File: src/rtl/a2d_arb_pkg.sv
`default_nettype none
// ============================================================================
//  Module      : a2d_arb_pkg
//  Description : Shared types and constants for the A2D converter arbiter.
//                Holds the arbiter state encoding, the A2D result and channel
//                widths, and a helper that sizes requester index fields.
//  Revision    : 1.0  initial release
// ============================================================================
package a2d_arb_pkg;

    localparam int A2D_RES_W   = 12;
    localparam int A2D_CHNNL_W = 3;

    typedef enum logic [1:0] {
        IDLE  = 2'd0,
        START = 2'd1,
        WAIT  = 2'd2
    } arb_state_t;

    // Width of a requester index; a single requester still needs one bit.
    function automatic int idx_width(input int n);
        return (n <= 1) ? 1 : $clog2(n);
    endfunction

endpackage : a2d_arb_pkg
`default_nettype wire

File: src/rtl/a2d_arbiter_rr_pick.sv
`default_nettype none
// ============================================================================
//  Module      : rr_pick
//  Description : Purely combinational round-robin picker. Returns the first
//                set bit of i_eff_req searching upward from i_ptr+1 with
//                wrap-around, plus a flag saying any request is present.
//  Ports       : i_eff_req  [NUM_REQ-1:0]  candidate request vector
//                i_ptr      [IDX_W-1:0]    index of the most recent winner
//                o_winner   [IDX_W-1:0]    selected index (0 when none)
//                o_any_req                 at least one request present
//  Revision    : 1.0  initial release
// ============================================================================
module rr_pick
    import a2d_arb_pkg::*;
#(
    parameter int NUM_REQ = 3,
    parameter int IDX_W   = idx_width(NUM_REQ)
) (
    input  logic [NUM_REQ-1:0] i_eff_req,
    input  logic [IDX_W-1:0]   i_ptr,
    output logic [IDX_W-1:0]   o_winner,
    output logic               o_any_req
);

    logic w_found;

    // Two ordered passes: requesters above the pointer first, then the ones
    // at or below it. The first hit in scan order is the round-robin winner.
    always_comb begin
        o_winner = '0;
        w_found  = 1'b0;
        for (int i = 0; i < NUM_REQ; i++) begin
            if (!w_found && i_eff_req[i] && (i > int'(i_ptr))) begin
                w_found  = 1'b1;
                o_winner = IDX_W'(i);
            end
        end
        for (int i = 0; i < NUM_REQ; i++) begin
            if (!w_found && i_eff_req[i] && (i <= int'(i_ptr))) begin
                w_found  = 1'b1;
                o_winner = IDX_W'(i);
            end
        end
        o_any_req = |i_eff_req;
    end

endmodule : rr_pick
`default_nettype wire

File: src/rtl/a2d_arbiter.sv
`default_nettype none
// ============================================================================
//  Module      : a2d_arbiter
//  Description : Shares one A2D_intf SPI converter between NUM_REQ clients.
//                Level requests (each with a 3-bit channel) are granted in
//                round-robin order; each grant issues a one-cycle strt_cnv,
//                waits for cnv_cmplt and returns the result with a one-cycle
//                done strobe to the owner.
//  Ports       : clk, rst_n (async, active-low)
//                req[NUM_REQ-1:0], req_chnnl[3*NUM_REQ-1:0]  client side
//                done[NUM_REQ-1:0], res[11:0], err, busy     client side
//                strt_cnv, chnnl[2:0], cnv_cmplt, a2d_res    A2D_intf side
//  Options     : A2D_TIMEOUT_EN - when defined, a WAIT-state watchdog ends a
//                conversion after TIMEOUT_CYC cycles with done and err high.
//                When undefined err is tied low and WAIT has no limit.
//  Revision    : 1.0  initial release
// ============================================================================
module a2d_arbiter
    import a2d_arb_pkg::*;
#(
    parameter int NUM_REQ     = 3,
    parameter int TIMEOUT_CYC = 4096
) (
    input  logic                           clk,
    input  logic                           rst_n,
    input  logic [NUM_REQ-1:0]             req,
    input  logic [A2D_CHNNL_W*NUM_REQ-1:0] req_chnnl,
    output logic [NUM_REQ-1:0]             done,
    output logic [A2D_RES_W-1:0]           res,
    output logic                           err,
    output logic                           busy,
    output logic                           strt_cnv,
    output logic [A2D_CHNNL_W-1:0]         chnnl,
    input  logic                           cnv_cmplt,
    input  logic [A2D_RES_W-1:0]           a2d_res
);

    localparam int                 c_IDX_W   = idx_width(NUM_REQ);
    // Pointer starts at the last client so client 0 wins the first grant.
    localparam logic [c_IDX_W-1:0] c_PTR_RST = c_IDX_W'(NUM_REQ - 1);

    arb_state_t               r_state;
    arb_state_t               w_state_nxt;
    logic [c_IDX_W-1:0]       r_owner;
    logic [c_IDX_W-1:0]       r_ptr;
    logic [A2D_CHNNL_W-1:0]   r_chnnl;
    logic [A2D_RES_W-1:0]     r_res;
    logic [NUM_REQ-1:0]       r_done;

    logic [NUM_REQ-1:0]       w_eff_req;
    logic [c_IDX_W-1:0]       w_winner;
    logic                     w_any_req;
    logic [A2D_CHNNL_W-1:0]   w_sel_chnnl;
    logic [NUM_REQ-1:0]       w_owner_onehot;
    logic                     w_grant;
    logic                     w_finish;
    logic                     w_timeout;

    // The client being released this cycle is masked, so a client that holds
    // req through its done cannot be re-granted back-to-back.
    assign w_eff_req = req & ~r_done;

    rr_pick #(
        .NUM_REQ (NUM_REQ),
        .IDX_W   (c_IDX_W)
    ) u_rr_pick (
        .i_eff_req (w_eff_req),
        .i_ptr     (r_ptr),
        .o_winner  (w_winner),
        .o_any_req (w_any_req)
    );

    // Channel of the winning client and one-hot decode of the current owner.
    always_comb begin
        w_sel_chnnl    = '0;
        w_owner_onehot = '0;
        for (int i = 0; i < NUM_REQ; i++) begin
            if (w_winner == c_IDX_W'(i)) begin
                w_sel_chnnl = req_chnnl[A2D_CHNNL_W*i +: A2D_CHNNL_W];
            end
            w_owner_onehot[i] = (r_owner == c_IDX_W'(i));
        end
    end

    // ------------------------------------------------------------------
    // State register
    // ------------------------------------------------------------------
    always_ff @(posedge clk or negedge rst_n) begin
        if (!rst_n) begin
            r_state <= IDLE;
        end else begin
            r_state <= w_state_nxt;
        end
    end

    // ------------------------------------------------------------------
    // Next-state and state-decoded outputs
    // ------------------------------------------------------------------
    always_comb begin
        w_state_nxt = r_state;
        w_grant     = 1'b0;
        w_finish    = 1'b0;
        strt_cnv    = 1'b0;
        busy        = 1'b0;
        case (r_state)
            IDLE: begin
                if (w_any_req) begin
                    w_grant     = 1'b1;
                    w_state_nxt = START;
                end
            end
            START: begin
                strt_cnv    = 1'b1;
                busy        = 1'b1;
                w_state_nxt = WAIT;
            end
            WAIT: begin
                busy = 1'b1;
                if (cnv_cmplt || w_timeout) begin
                    w_finish    = 1'b1;
                    w_state_nxt = IDLE;
                end
            end
            default: begin
                w_state_nxt = IDLE;
            end
        endcase
    end

    // ------------------------------------------------------------------
    // Grant / completion datapath
    // ------------------------------------------------------------------
    always_ff @(posedge clk or negedge rst_n) begin
        if (!rst_n) begin
            r_owner <= '0;
            r_ptr   <= c_PTR_RST;
            r_chnnl <= '0;
            r_res   <= '0;
            r_done  <= '0;
        end else begin
            r_done <= w_finish ? w_owner_onehot : '0;
            if (w_grant) begin
                r_owner <= w_winner;
                r_chnnl <= w_sel_chnnl;
            end
            if (w_finish) begin
                r_ptr <= r_owner;
                // A timed-out conversion leaves the previous result in place.
                if (cnv_cmplt) begin
                    r_res <= a2d_res;
                end
            end
        end
    end

`ifdef A2D_TIMEOUT_EN
    localparam logic [15:0] c_TO_LAST = 16'(TIMEOUT_CYC - 1);

    logic [15:0] r_wait_cnt;
    logic        r_err;

    // Counter is cleared while in START so it reads 0 on the first WAIT cycle.
    always_ff @(posedge clk or negedge rst_n) begin
        if (!rst_n) begin
            r_wait_cnt <= '0;
            r_err      <= 1'b0;
        end else begin
            if (r_state == START) begin
                r_wait_cnt <= '0;
            end else if (r_state == WAIT) begin
                r_wait_cnt <= r_wait_cnt + 16'd1;
            end
            // A real completion in the timeout cycle takes precedence.
            r_err <= w_finish & ~cnv_cmplt;
        end
    end

    assign w_timeout = (r_state == WAIT) && (r_wait_cnt == c_TO_LAST);
    assign err       = r_err;
`else
    logic [15:0] w_unused_timeout_cfg;

    assign w_unused_timeout_cfg = 16'(TIMEOUT_CYC);
    assign w_timeout            = 1'b0;
    assign err                  = 1'b0;
`endif

    assign done  = r_done;
    assign res   = r_res;
    assign chnnl = r_chnnl;

endmodule : a2d_arbiter
`default_nettype wire

File: config.mk
export PLATFORM = sky130hd
export DESIGN_NAME = a2d_arbiter
export DESIGN_NICKNAME = d
export VERILOG_FILES = /design/src/rtl/a2d_arb_pkg.sv /design/src/rtl/a2d_arbiter_rr_pick.sv /design/src/rtl/a2d_arbiter.sv
export SDC_FILE = /design/constraint.sdc
export NUM_CORES = 1
export LEC_CHECK = 0
export ABC_AREA = 1
export BUFFER_PORTS_ARGS = -buffer_cell sky130_fd_sc_hd__buf_2
export CAP_MARGIN = 0
export CORE_UTILIZATION = 53
export CTS_BUF_LIST = sky130_fd_sc_hd__clkbuf_2 sky130_fd_sc_hd__clkbuf_4 sky130_fd_sc_hd__clkbuf_8
export DETAILED_ROUTE_END_ITERATION = 10
export PLACE_DENSITY = 0.93
export SYNTH_ARGS = -nofsm -noshare
export SYNTH_HDL_FRONTEND = slang
export SYNTH_SLANG_ARGS = --single-unit
File: constraint.sdc
create_clock -name clk -period 4 [get_ports clk]
set_input_delay 0.8 -clock clk [delete_from_list [all_inputs] [get_ports clk]]
set_output_delay 0.8 -clock clk [all_outputs]
set_load 0.005 [all_outputs]
; ---- Word-level counts from Yosys, hierarchy flattened
; Cells that the tools add are included.
[classes]
addsub = 0
multipliers = 0
div_mod_pow = 0
n_lt_le_gt_ge = 4
eq_ne = 8
n_shift = 0
mux = 22
n_bitwise = 2
n_reduce_logical = 19
[ops]
columns = operator, count
row1 = 2-bit 2-to-1 mux, 6
row2 = 3-bit 2-to-1 mux, 4
row3 = 1-bit 2-to-1 mux, 11
row4 = 1-bit logical AND, 8
row5 = "2-bit by 1-bit == test with 1-bit output, second input constant", 3
row6 = "2-bit == test, second input constant", 3
row7 = 2-bit zero test, 3
row8 = 2-bit one-hot mux with 3 select lines, 1
row9 = 1-bit zero test, 4
row10 = 2-bit AND reduction, 2
row11 = 3-bit bitwise AND, 1
row12 = 3-bit inverter, 1
row13 = 3-bit OR reduction, 1
row14 = "1-bit by 2-bit > comparator with 1-bit output, first input constant", 1
row15 = "2-bit > comparator, first input constant", 1
row16 = "1-bit by 2-bit <= comparator with 1-bit output, first input constant", 1
row17 = "2-bit <= comparator, first input constant", 1
row18 = "2-bit by 1-bit inequality test with 1-bit output, second input constant", 1
row19 = "2-bit inequality test, second input constant", 1
row20 = 2-bit OR reduction, 1
[totals]
regBits = 24
latch_bits = 0
mem_bits_rw = 0
rom_bits = 0
out_inout_bits = 21
word_cells = 61
mem_count = 0

; ---- Logic depth before layout (Yosys ltp)
; Gate-level depths: netlist of the first run.
[logic_depth]
depth_word = 23
ltp_mapped = 10
ltp_nobuf = 10

; ---- Hierarchy
; From an unflattened synthesis of the first run, not the netlist that was laid out.
[unflattened]
cells_unflattened = 142
hier_area_um2 = 1146.1
[by_module_without_submodules]
columns = module, n_inst, cells_each, area_each_um2
row1 = a2d_arbiter, 1, 130, 1094.8
row2 = rr_pick, 1, 12, 51.3

; ---- Worst setup path before layout of the first run
; No wires, ideal clock.
[synth_path]
path_type = input -> register
startpoint = input req[2]
endpoint = register r_chnnl[1], in the netlist chnnl[1]
setup_ns = 0.113
arrival_time_ns = 1.453
t_required_ns = 3.887
slack_ns = 2.434
stages = 8
n_path_buf = 1
path_cell_list = inv_1 > o211ai_2 > nand2_2 > buf_6 > a21oi_1 > nand3_1 > nand2_1 > inv_1
[synth_via]
elab_chain_len = 19
elab_cells_between_ends = 27
cone_classes = 2 x eq/ne / 12 x mux / 1 x bitwise / 12 x reduce/logical
[synth_rtl]
columns = item, line_no
row1 = start: declaration, a2d_arbiter.sv:26  ; input logic [NUM_REQ-1:0] req,
row2 = 3-bit bitwise AND (*), a2d_arbiter.sv:61  ; assign w_eff_req = req & ~r_done;
row3 = 1-bit logical AND (2 in series), a2d_arbiter_rr_pick.sv:33  ; if (!w_found && i_eff_req[i] && (i > int'(i_ptr))) begin
row4 = 1-bit 2-to-1 mux, a2d_arbiter_rr_pick.sv:33
row5 = 1-bit zero test, a2d_arbiter_rr_pick.sv:39  ; if (!w_found && i_eff_req[i] && (i <= int'(i_ptr))) begin
row6 = 1-bit logical AND, a2d_arbiter_rr_pick.sv:39
row7 = 1-bit 2-to-1 mux, a2d_arbiter_rr_pick.sv:39
row8 = 1-bit zero test, a2d_arbiter_rr_pick.sv:39
row9 = 1-bit logical AND (2 in series), a2d_arbiter_rr_pick.sv:39
row10 = 1-bit 2-to-1 mux, a2d_arbiter_rr_pick.sv:39
row11 = 1-bit zero test, a2d_arbiter_rr_pick.sv:39
row12 = 1-bit logical AND (2 in series), a2d_arbiter_rr_pick.sv:39
row13 = 2-bit 2-to-1 mux, a2d_arbiter_rr_pick.sv:39
row14 = 2-bit zero test, a2d_arbiter.sv:78  ; if (w_winner == c_IDX_W'(i)) begin
row15 = 3-bit 2-to-1 mux (3 in series), a2d_arbiter.sv:78
row16 = end signal: assignment, a2d_arbiter.sv:144  ; r_chnnl <= w_sel_chnnl;
row17 = end: declaration, a2d_arbiter.sv:46  ; logic [A2D_CHNNL_W-1:0] r_chnnl;
; Mark *: on every way between the ends. The rest lies on a longest branch, timed or not.
; A chain may end at the register's enable or synchronous reset.

; ---- Worst setup path after layout of the first run
[layout_path]
startpoint = register r_state[0]
endpoint = output busy
[layout_via]
elab_chain_len = 3
elab_cells_between_ends = 4
cone_classes = 2 x eq/ne / 1 x mux / 1 x reduce/logical
[layout_rtl]
columns = item, line_no
row1 = start: declaration, a2d_arbiter.sv:42  ; arb_state_t r_state;
row2 = start signal: assignment, a2d_arbiter.sv:92  ; r_state <= w_state_nxt;
row3 = 2-bit == test / 2-bit by 1-bit == test with 1-bit output (equally long branches), a2d_arbiter.sv:105  ; case (r_state)
row4 = 2-bit OR reduction (no line) (*), --
row5 = 1-bit 2-to-1 mux (*), a2d_arbiter.sv:105
row6 = end: declaration, a2d_arbiter.sv:31  ; output logic busy,
; Marked as above.

==> results of run 1 <==
[stage by stage]
step	instance area [um2]	hold WS (ns)	utilization	cells	total power (uW)
2_1_floorplan	1180	0.432	-	117	695
3_3_place_gp	1420	0.455	0.701	187	816
3_5_place_dp	1420	0.457	0.701	187	841
4_1_cts	1450	0.436	0.719	191	968
5_1_grt	1450	0.461	0.719	191	1040
6_report	1450	0.426	0.719	191	958
[registers in the layout, indices dropped and copies added (netlist names)]
register and cells:
r_owner 2, r_ptr 2, chnnl 3, r_state 2, done 3, res 12
[kinds of logic after synthesis]
logic type | synth area share
adders and majority gates | 0.0317
muxes | 0.114
other | 0.00317
AOI/OAI and AO/OA | 0.0571
buffers and inverters | 0.0856
and+or+nand+nor | 0.200
DFF | 0.508
[cells in the final DEF (no fill, tap or decap), drive strengths merged]
master / instances
ha: 3
conb: 1
nand2: 24
o21ai: 4
mux2: 12
buf: 46
nor2: 12
nand3: 6
nor3: 2
inv: 19
o211ai: 1
a21oi: 5
clkbuf: 4
dfrtp: 23
dfstp: 1
o22ai: 1
[critical path, stage by stage (launching register included)]
cell	delay, ns
dfrtp_1	0.40
inv_1	0.10
ha_1	0.23
buf_2	0.13
[power groups by stage]
| stage | registers, uW | logic [uW] | clock network [uW] |
|---|---|---|---|
| floorplan | 418 | 277 | 0 |
| global placement | 409 | 407 | 0 |
| detailed placement | 417 | 424 | 0 |
| CTS | 414 | 425 | 129 |
| global route | 428 | 474 | 139 |
| finish | 414 | 419 | 125 |
[final cells by class]
class | instances | area, um2 | share of cell area
timing repair buffer | 46 | 230 | 0.158
tap | 27 | 33.8 | 0.0232
inverter | 19 | 71.3 | 0.0491
sequential | 24 | 602 | 0.414
clock buffer | 4 | 36.3 | 0.0250
multi-input combinational | 71 | 480 | 0.330
[metal layers]
layer / routed length (um) / up-vias / part of all wire / track usage
li1: - / 460 / - / -
met1: 937 / 427 / 0.43 / 0.247
met2: 1080 / 44 / 0.50 / 0.377
met3: 130 / 2 / 0.060 / 0.0187
met4: 29 / 0 / 0.013 / 0.0882
met5: 0 / - / 0 / 0
[worst paths after layout]
| check | from | endpoint | slack (ns) | cells past startpoint |
|---|---|---|---|---|
| max | r_state[0] | busy | 2.03 | 3 |
| min | rst_n | res[6] | 0.43 | 1 |
| max reg2reg | r_state[0] | res[7] | 2.53 | 4 |
| min reg2reg | r_owner[1] | done[0] | 0.47 | 1 |
| max in group asynchronous | rst_n | r_ptr[1] | 3.20 | 1 |
| min in group clk | r_owner[1] | done[0] | 0.47 | 1 |
==> impl_metrics.toml, run 1 <==
[clocking]
clk_latency_ns = 0.32
clk_path_buf_depth = 2
root_buffer = "clkbuf_4"
ctsHoldBuffers = 0
cts_resized = 0
cts_tree = "yes"
numCtsBuffers = 3
htree_levels = 1
clk_pin_slew_ns = 0.12
cts_setup_buffers = 0
numClockSinks = 24

[floorplan]
die_w_um = 49.3
num_io_pins = 48
start_util = 0.585
rows = 16
die_area_um2 = 2430
die_h_um = 49.3
coreArea_um2 = 2020

[power_and_ir_drop]
combPwrFrac = 0.437
swShare = 0.367
power_frac_clock = 0.130
ir_drop_mv = 0.404
internal-power_uw = 607
power_density_nw_per_um2 = 659
pwr-share-seq = 0.433
p_leak_uw = 0.000787
p_switching_uw = 351

[logic_synthesis]
synth.most_common_cell = "dfrtp_1"
avgSynthCellArea_um2 = 10.1
async_flop_share = 1.00
synth_top_area_share = 0.486
synth_cell_types = 24
synthTopCellsByArea = "dfrtp_1 (49%), mux2_2 (8.6%), nand2_1 (6.0%), inv_1 (4.4%), ha_1 (3.2%)"
netlist_top_cells_count = "dfrtp_1 (23), nand2_1 (19), inv_1 (14), mux2_2 (9)"
ys_seq_elements = 24
synth_nets = 147
yosysSeqAreaShare = 0.508
yosysTopAreaCell = "dfrtp_1"
synth_flop_cell = "dfrtp_1"
synth_edf_count = 0
mappedNetlistArea_um2 = 1180
netlist_instances = 117
yosys_warnings = 0

[sta]
drv_slew = 0
fin_crit_ns = 1.97
worst_slew_pin_slew_ns = 0.503
skew_ns = 0.00858
fin_tns_setup_ns = 0
hold_viol = 0
post-route-period-util = 0.492
setup_viol_count_final = 0
rsz0062_at_grt = "false"
slew_headroom = 0.665
fmax_mhz = 508
fin_ws_ns = 2.03

[route]
num_vias = 933
drt_pass1_iterations = 4
route.detailed.drc = 0
wl_per_cell_um = 11.4
drtIter0Drc = 5
antenna_left = 0
wirelength_um = 2180
vias_per_cell = 4.88

[setup_path]
cp-end-kind = "output pin"
start_kind = "register"
cp_max_fo = 3
path_class = "register to output pin"
crit_arrival_ns = 1.17
cp.required_ns = 3.20

[grt]
antenna_found_initial = 0
grt_start_max_net_pins = 25
grt_pass1_wl_um = 3820
grt-ovfl-total = 0
grt_use_total = 0.207
first_global_vias = 929

[layout]
final_nets = 195
antenna_cells = 0
fill_cells = 161
area_growth_pct = 22.8
drive_gt1_frac = 0.476

[hold_path]
hold_class = "primary input to async pin"

[outcome]
status = "completed"

[placed_design]
gp_congestion = 0.840
dp_hpwl_um = 1760
dp_worst_setup_slack_ns = 2.24
portBuffers = 46

[job]
drv_cap = 0
Power figures use the tool's default switching activity.
==> inputs of run 2 (changes only) <==
ABC_AREA = 0   (was 1)
CORE_UTILIZATION = 48   (was 53)
PLACE_DENSITY = 0.87   (was 0.93)
clock period = 1.99 ns   (was 4 ns; I/O delays follow)
==> run 2 against run 1 <==
  * Sequential cell count is the same
  * Via count shrank 6.9%
  * Global-route usage grew 0.97 points
  * Critical path depth grew 1
  * First-iteration DRC count grew 60%
  * Non-clock buffer count grew 1
  * Critical path type is now register to register
==> impl_metrics.toml, run 2 <==
[route]
drt_pass1_iterations = 4
drtIter0Drc = 8
wirelength_um = 2320
vias_per_cell = 5.27
antenna_left = 0
route.detailed.drc = 0
num_vias = 869
wl_per_cell_um = 14.0

[grt]
first_global_vias = 949
grt_start_max_net_pins = 25
antenna_found_initial = 0
grt-ovfl-total = 0
grt_use_total = 0.217
grt_pass1_wl_um = 4100

[clocking]
htree_levels = 1
ctsHoldBuffers = 0
root_buffer = "clkbuf_4"
clk_latency_ns = 0.32
cts_tree = "yes"
numClockSinks = 24
clk_path_buf_depth = 2
clk_pin_slew_ns = 0.13
cts_resized = 0
cts_setup_buffers = 0
numCtsBuffers = 3

[logic_synthesis]
netlist_instances = 88
synth.most_common_cell = "dfrtp_1"
netlist_top_cells_count = "dfrtp_1 (23), mux2_2 (15), inv_1 (6), a21oi_1 (4)"
synth_top_area_share = 0.516
synthMuxAreaShare = 0.151
synth_fa_ha_area_frac = 0.0336
synth_xor_area_frac = 0
synth_simple_gate_area_frac = 0.101
synth_compound_area_frac = 0.140
synth_top_family_by_area = "multiplexers"
yosys_warnings = 0
ys_seq_elements = 24
yosysSeqAreaShare = 0.539
avgSynthCellArea_um2 = 12.7
yosysTopAreaCell = "dfrtp_1"
synthTopCellsByArea = "dfrtp_1 (52%), mux2_2 (15%), ha_1 (3.4%), dfstp_2 (2.4%), a32oi_1 (2.4%)"
synth_flop_cell = "dfrtp_1"
async_flop_share = 1.00
synth_nets = 118
mappedNetlistArea_um2 = 1120
synth_edf_count = 0
synth_cell_types = 26

[setup_path]
crit_start = "r_state[0]"
r2r_cells = 4
start_kind = "register"
r2r_setup_slack_ns = 0.35
r2r-end = "res[1]"
cp_slowest_cell = "nand2_1"
cp-end-kind = "register"
crit_arrival_ns = 1.85
r2r-start = "r_state[0]"
cpPeakStageDelay_ns = 0.47
path_class = "register to register"
cp.required_ns = 2.21
cp_max_fo = 15
cp_cell_sequence = "inv_1 > ha_1 > nand2_1 > mux2_2"
endpoint = "res[1]"

[layout]
final_nets = 168
drive_gt1_frac = 0.533
final_cell_mix = "buf_2 (46), dfrtp_1 (23), mux2_2 (15)"
final_area_um2 = 1430
largest_reg_flops = 12
layout_commonest_cell = "buf_2"
antenna_cells = 0
area_growth_pct = 28.0

[sta]
fin_crit_ns = 1.64
post-route-period-util = 0.822
hold_viol = 0
setup_viol_count_final = 0
worst_slew_pin_slew_ns = 0.620
slew_headroom = 0.586
fmax_mhz = 612
fin_tns_setup_ns = 0
skew_ns = 0.00499
drv_slew = 0
rsz0062_at_grt = "false"

[power_and_ir_drop]
power_density_nw_per_um2 = 1410
ir_drop_mv = 0.902
p_leak_uw = 0.000708

[floorplan]
die_h_um = 50.2
num_io_pins = 48
rows = 17
die_area_um2 = 2520
start_util = 0.505
coreArea_um2 = 2210
die_w_um = 50.2

[placed_design]
portBuffers = 46
gp_congestion = 0.799
dpl-instance-area_um2 = 1380
dp_hpwl_um = 1840

[job]
drv_cap = 0

[outcome]
status = "completed"

[hold_path]
hold_class = "primary input to async pin"
run 2: layer usage:
metal	share of wire	routed length, um	track usage	up-vias
li1	-	-	-	416
met1	0.41	941	0.250	426
met2	0.54	1250	0.387	23
met3	0.038	87	0.0364	4
met4	0.016	38	0.105	0
met5	0	0	0	-
run 2: power breakdown:
part	total (uW)	switching [uW]	internal [uW]
combinational	825	383	442
clock	353	149	204
sequential	837	126	711
run 2: cell type report:
type | instances | area (um2)
fillers | 187 | 783
well taps | 28 | 35.0
flip-flops and latches | 24 | 602
clock buffers | 3 | 22.5
multi-input cells | 56 | 479
repair buffers | 47 | 238
clock inverters | 1 | 30.0
inverters | 6 | 22.5
run 2: worst min path at each step:
stage / from / endpoint / slack, ns / depth (start not counted)
after CTS: rst_n / r_owner[0] / 0.05 / 1
after detailed placement: rst_n / chnnl[2] / 0.40 / 1
after floorplan: rst_n / chnnl[0] / 0.10 / 0
final: rst_n / res[7] / 0.03 / 1
after global placement: rst_n / chnnl[0] / 0.39 / 1
after global routing: rst_n / res[10] / 0.07 / 1
run 2: critical path, delay by kind of cell (launching register included):
kind | cells | cell delay, ns
fa+ha+maj | 1 | 0.21
buf+inv | 1 | 0.07
flops | 1 | 0.38
mux | 1 | 0.40
simple gates | 1 | 0.47
run 2: cells by family (layout without fill, tap and decap cells):
group / count (synthesis) / in the layout
buffers and inverters: 8 / 57
flip-flops: 24 / 24
AO/OA/AOI/OAI: 19 / 19
AND/OR/NAND/NOR: 18 / 18
other: 1 / 1
adder cells (fa/ha/maj): 3 / 3
multiplexers: 15 / 15
run 2: stage by stage:
| stage | total power [uW] | hold WS (ns) | util | std cells | setup WS [ns] |
|---|---|---|---|---|---|
| 2_1_floorplan | 1340 | 0.102 | - | 88 | 0.501 |
| 3_3_place_gp | 1610 | 0.391 | 0.622 | 161 | 0.363 |
| 3_5_place_dp | 1680 | 0.404 | 0.622 | 161 | 0.281 |
| 4_1_cts | 2030 | 0.0522 | 0.646 | 165 | 0.326 |
| 5_1_grt | 2170 | 0.0699 | 0.646 | 165 | 0.169 |
| 6_report | 2010 | 0.0293 | 0.646 | 165 | 0.355 |
